File: src/rtl/vga_timing_gen.sv
`default_nettype none
// ============================================================================
//  Module   : vga_timing_gen
//  Purpose  : Parametrised VGA raster timing generator. Produces hsync/vsync,
//             the video-on window, raw counters, active-area coordinates and
//             line/frame start strobes. All outputs pass through a LAT-deep
//             pipeline so they line up with downstream pixel generation.
//  Ports    : clk         - system clock
//             clr         - synchronous active-high reset (overrides pix_en)
//             pix_en      - pixel strobe; counters and pipeline advance on it
//             hsync/vsync - sync outputs, active level set by HS_POL/VS_POL
//             vidon       - high inside the active area
//             hc/vc       - raw counters, delayed by LAT pixel strobes
//             px/py       - active-area coordinates, 0 outside active area
//             line_start  - one-clk strobe for hc==0
//             frame_start - one-clk strobe for hc==0 && vc==0
//  Revision : 1.0 - initial release
// ============================================================================
module vga_timing_gen #(
   parameter int H_ACTIVE = 1024,
   parameter int H_FP     = 24,
   parameter int H_SYNC   = 136,
   parameter int H_BP     = 160,
   parameter int V_ACTIVE = 768,
   parameter int V_FP     = 3,
   parameter int V_SYNC   = 6,
   parameter int V_BP     = 29,
   parameter bit HS_POL   = 1'b0,
   parameter bit VS_POL   = 1'b0,
   parameter int CW       = 11,
   parameter int LAT      = 1
) (
   input  logic          clk,
   input  logic          clr,
   input  logic          pix_en,
   output logic          hsync,
   output logic          vsync,
   output logic          vidon,
   output logic [CW-1:0] hc,
   output logic [CW-1:0] vc,
   output logic [CW-1:0] px,
   output logic [CW-1:0] py,
   output logic          line_start,
   output logic          frame_start
);

   localparam int c_h_total = H_SYNC + H_BP + H_ACTIVE + H_FP;
   localparam int c_v_total = V_SYNC + V_BP + V_ACTIVE + V_FP;

   localparam logic [CW-1:0] c_h_last = CW'(c_h_total - 1);
   localparam logic [CW-1:0] c_v_last = CW'(c_v_total - 1);
   localparam logic [CW-1:0] c_h_sync = CW'(H_SYNC);
   localparam logic [CW-1:0] c_v_sync = CW'(V_SYNC);
   localparam logic [CW-1:0] c_h_act0 = CW'(H_SYNC + H_BP);
   localparam logic [CW-1:0] c_h_act1 = CW'(H_SYNC + H_BP + H_ACTIVE - 1);
   localparam logic [CW-1:0] c_v_act0 = CW'(V_SYNC + V_BP);
   localparam logic [CW-1:0] c_v_act1 = CW'(V_SYNC + V_BP + V_ACTIVE - 1);

   // One pipeline stage carries the full decode of one counter value.
   // Sync is carried as "active" and converted to pin polarity at the output.
   typedef struct packed {
      logic          hs;
      logic          vs;
      logic          act;
      logic [CW-1:0] hc;
      logic [CW-1:0] vc;
      logic [CW-1:0] px;
      logic [CW-1:0] py;
      logic          ls;
      logic          fs;
   } stage_t;

   localparam stage_t c_idle = '0;

   logic [CW-1:0] r_hc;
   logic [CW-1:0] r_vc;
   stage_t        w_dec;
   logic          w_h_in;
   logic          w_v_in;
   stage_t        r_pipe [LAT];

   // Stage-0 raster counters
   always_ff @(posedge clk) begin
      if (clr) begin
         r_hc <= '0;
         r_vc <= '0;
      end else if (pix_en) begin
         if (r_hc == c_h_last) begin
            r_hc <= '0;
            r_vc <= (r_vc == c_v_last) ? '0 : r_vc + CW'(1);
         end else begin
            r_hc <= r_hc + CW'(1);
         end
      end
   end

   // Decode of the current counter value
   always_comb begin
      w_dec     = c_idle;
      w_h_in    = (r_hc >= c_h_act0) && (r_hc <= c_h_act1);
      w_v_in    = (r_vc >= c_v_act0) && (r_vc <= c_v_act1);
      w_dec.hs  = (r_hc < c_h_sync);
      w_dec.vs  = (r_vc < c_v_sync);
      w_dec.act = w_h_in && w_v_in;
      w_dec.hc  = r_hc;
      w_dec.vc  = r_vc;
      if (w_h_in && w_v_in) begin
         w_dec.px = r_hc - c_h_act0;
         w_dec.py = r_vc - c_v_act0;
      end
      w_dec.ls  = (r_hc == '0);
      w_dec.fs  = (r_hc == '0) && (r_vc == '0);
   end

   // Output pipeline. The final stage's strobe bits are cleared on any cycle
   // without pix_en so they stay one clk wide; earlier stages keep theirs so
   // the strobe still propagates on the next pix_en.
   always_ff @(posedge clk) begin
      if (clr) begin
         for (int i = 0; i < LAT; i++) begin
            r_pipe[i] <= c_idle;
         end
      end else if (pix_en) begin
         r_pipe[0] <= w_dec;
         for (int i = 1; i < LAT; i++) begin
            r_pipe[i] <= r_pipe[i-1];
         end
      end else begin
         r_pipe[LAT-1].ls <= 1'b0;
         r_pipe[LAT-1].fs <= 1'b0;
      end
   end

   assign hsync       = r_pipe[LAT-1].hs ? HS_POL : ~HS_POL;
   assign vsync       = r_pipe[LAT-1].vs ? VS_POL : ~VS_POL;
   assign vidon       = r_pipe[LAT-1].act;
   assign hc          = r_pipe[LAT-1].hc;
   assign vc          = r_pipe[LAT-1].vc;
   assign px          = r_pipe[LAT-1].px;
   assign py          = r_pipe[LAT-1].py;
   assign line_start  = r_pipe[LAT-1].ls;
   assign frame_start = r_pipe[LAT-1].fs;

endmodule
`default_nettype wire

File: config.mk
export PLATFORM = sky130hd
export DESIGN_NAME = vga_timing_gen
export DESIGN_NICKNAME = d
export VERILOG_FILES = /design/src/rtl/vga_timing_gen.sv
export SDC_FILE = /design/constraint.sdc
export NUM_CORES = 1
export LEC_CHECK = 0
export ABC_AREA = 1
export BUFFER_PORTS_ARGS = -buffer_cell sky130_fd_sc_hd__buf_2
export CAP_MARGIN = 30
export CORE_AREA = 3 3 106 159
export CTS_BUF_LIST = sky130_fd_sc_hd__clkbuf_4 sky130_fd_sc_hd__clkbuf_8
export DETAILED_ROUTE_END_ITERATION = 8
export DIE_AREA = 0 0 109 162
export MAX_ROUTING_LAYER = met4
export SETUP_SLACK_MARGIN = 0.4
export SYNTH_ARGS = -nofsm -noshare
export SYNTH_HDL_FRONTEND = slang
export SYNTH_SLANG_ARGS = --single-unit
File: constraint.sdc
create_clock -name clk -period 4.35 [get_ports clk]
set_input_delay 0.87 -clock clk [delete_from_list [all_inputs] [get_ports clk]]
set_output_delay 0.87 -clock clk [all_outputs]
set_load 0.02 [all_outputs]
==> metrics.txt <==
status=finished, final reports clean; Slew headroom=around three fifths; CP Cell Sequence=buf_2 > clkinv_1 > nand2_2 > a21oi_1 > o21ai_0 > nor2_1 > nand3_2 > nor2_1; fraction of registers with async set/reset=0%; Setup TNS=0 ns; Wirelength per Cell=about 12 um; clk sink count=between 70 and 80; # resized after CTS=0; clk_lat worst skew=0.37 ns; hold bufs inserted after CTS=0; Avg Inst Size Synth=8.573 um2; RSZ-0062 raised after global routing=no; count of different cell masters after synthesis=28; Worst Setup Slack, final=between 1.5 and 2 ns; cell count after synthesis=451; final hold vios=0; antenna violations before repair=1; top-area cell type share of the netlist area=37.28%; die area=17660 um2; routed wire length=8137 um; pin count of the biggest net entering global routing=29; min cycle time layout=2.521 ns; IO buf count=51; total net switching power=between 300 and 400 uW; CP Launch Type=primary input; most frequent CP cell=nor2_1; CP Buf/Inv Count=2; overflow left after global routing=0; Power Internal=1093 uW; Crit Path Class=in -> reg; core area=15630 um2; Placer Congestion=0.8758; VDD IR max=0.1485 mV; Syn. warnings=0; CP delay by family, top=simple AND/OR/NAND/NOR gates; synthesized cell area=3866 um2; Fillers=1669; layout cells sized above 1=20.00%; fin crit share=between 50% and 60%; P per Cell Area=336.9 nW/um2; IO Pins=52; Initial DRT Pass Iterations=4; Slew Viols, Final=0; deepest clock path buffer count=2; Area Overhead vs Synth=9.126%; sequential power share=between 50% and 60%; die width=roughly 110 um; sequential cell area fraction in the yosys report=49.19%; critical path peak fanout=24; Crit. End Element=register; DR vias/cell=4.222; most frequent cells in the layout=nand2_1, nor2_1, buf_2; worst endpoint data arrival time=roughly 2.7 ns; Top FF cell, synth=edfxtp_1; Worst Skew=0.01252 ns; sw frac=23.13%; actual slew at the worst max-slew pin=0.6116 ns; CTS tree=done; Crit path required time=4.54 ns; number of synthesized flops with an enable pin=48; Net Count, Synth=roughly 460; Post-DRT Antenna Nets=0; row count=56; CTS Root Cell=clkbuf_8; first-pass GRT wire length=13340 um; final number of setup-violating endpoints=0; pre-CTS setup slack=1.448 ns; largest area contributor in the netlist=edfxtp_1; Die Ht=approximately 160 um; critical path's largest stage delay=0.45 ns; Post-CTS Setup Repair Bufs=0; vias in the first global route=2653; main area contributors after synthesis=edfxtp_1, dfxtp_1, buf_4; post-DP HPWL=6103 um; Clock transition at path regs=0.08 ns; overall routing resource usage=9.981%; # H-tree levels=3; f_max=396.7 MHz; Initial Util=24.74%; DR vias=2829; Clk pwr share=41.9%; Max-cap violations=0; Layout Nets=473; combinational power share=5.7%; commonest non-fill, non-tap cell in the layout=nand2_1; number of synthesized register bits=71; Critical Path Slowest Stage Cell=nand3_2; Initial DRC Count=126; DRC Markers=0; Pleak=0.001891 uW; CTS Buf Count=9; Hold Path Class=reg -> reg
==> synthesized netlist by cell type (2+ instances only) <==
cell,count
a21oi_1,16
buf_2,4
buf_4,46
buf_6,2
clkbuf_1,2
dfxtp_1,23
edfxtp_1,48
ha_1,10
inv_1,41
inv_2,4
nand2_1,78
nand2_2,4
nand3_1,34
nand3b_1,2
nand4_1,9
nor2_1,76
nor2_2,11
nor2_4,3
nor3_1,2
nor4_1,3
o21ai_0,14
xor2_1,13
==> power groups by stage <==
stage,sequential (uW),clock (uW),combinational [uW]
after global routing,748,639,87.7
after CTS,747,612,81.7
after detailed placement,762,0,81.5
after floorplan,762,0,73.8
after global placement,762,0,80.7
final,746,595,80.5
==> per-stage QoR <==
step	area (um2)	power [uW]	hold slack (ns)	std cells	util [%]
final	4219	1422	0.5578	670	27.00
after global routing	4217	1475	0.5901	669	26.99
after detailed placement	3990	843.3	0.5393	652	25.54
after global placement	3990	842.9	0.5352	652	25.54
after floorplan	3866	836.2	0.4863	451	-
after CTS	4214	1440	0.5525	668	26.97
==> flip-flops by register name (all words and copies together) (netlist names) <==
signal and flops:
r_vc 11, r_pipe 49, r_hc 11
==> per-layer routing <==
layer / share of wire [%] / routed length [um] / up-vias / track usage (%)
met5: 0 / 0 / - / -
met4: 3.6 / 291 / 0 / 6.031
met3: 4.5 / 370 / 19 / 2.306
met2: 50 / 4067 / 65 / 15.83
met1: 42 / 3408 / 1312 / 11.30
li1: - / - / 1433 / -
==> cell type report <==
| type | instances | area (um2) | share of cell area, % |
|---|---|---|---|
| inverter | 47 | 177.7 | 4.211 |
| clock buffer | 10 | 131.4 | 3.114 |
| clock inverter | 6 | 92.59 | 2.195 |
| timing repair buffer | 52 | 262.8 | 6.228 |
| multi-input combinational | 279 | 1394 | 33.04 |
| sequential | 71 | 1902 | 45.08 |
| tap | 203 | 254.0 | 6.020 |
| antenna | 2 | 5.005 | 0.1186 |
==> final timing paths <==
kind	depth (start not counted)	end	startpoint	slack, ns
worst max-delay path	8	r_pipe[0][4]	clr	1.83
worst min-delay path	2	r_vc[9]	r_vc[9]	0.56
worst max register to register	9	r_pipe[0][4]	r_hc[3]	1.88
worst min register to register	2	r_vc[9]	r_vc[9]	0.56
==> worst reg2reg max path: stages, from the launching register on <==
cell     delay, ns
dfxtp_1       0.58
inv_1         0.21
ha_1          0.28
inv_1         0.08
nand2_1       0.10
nand3_1       0.10
o21ai_0       0.07
nor2_1        0.13
nand3_2       0.45
nor2_1        0.31
==> kinds of logic after synthesis <==
group	share of synthesized area, %
and+or+nand+nor	25.50
buffers and inverters	14.82
other	0.09699
adders and majority gates	3.236
DFF	49.19
xor gates and xnor gates	2.945
AOI/OAI and AO/OA	4.207
(Power assumes the default switching activity.)
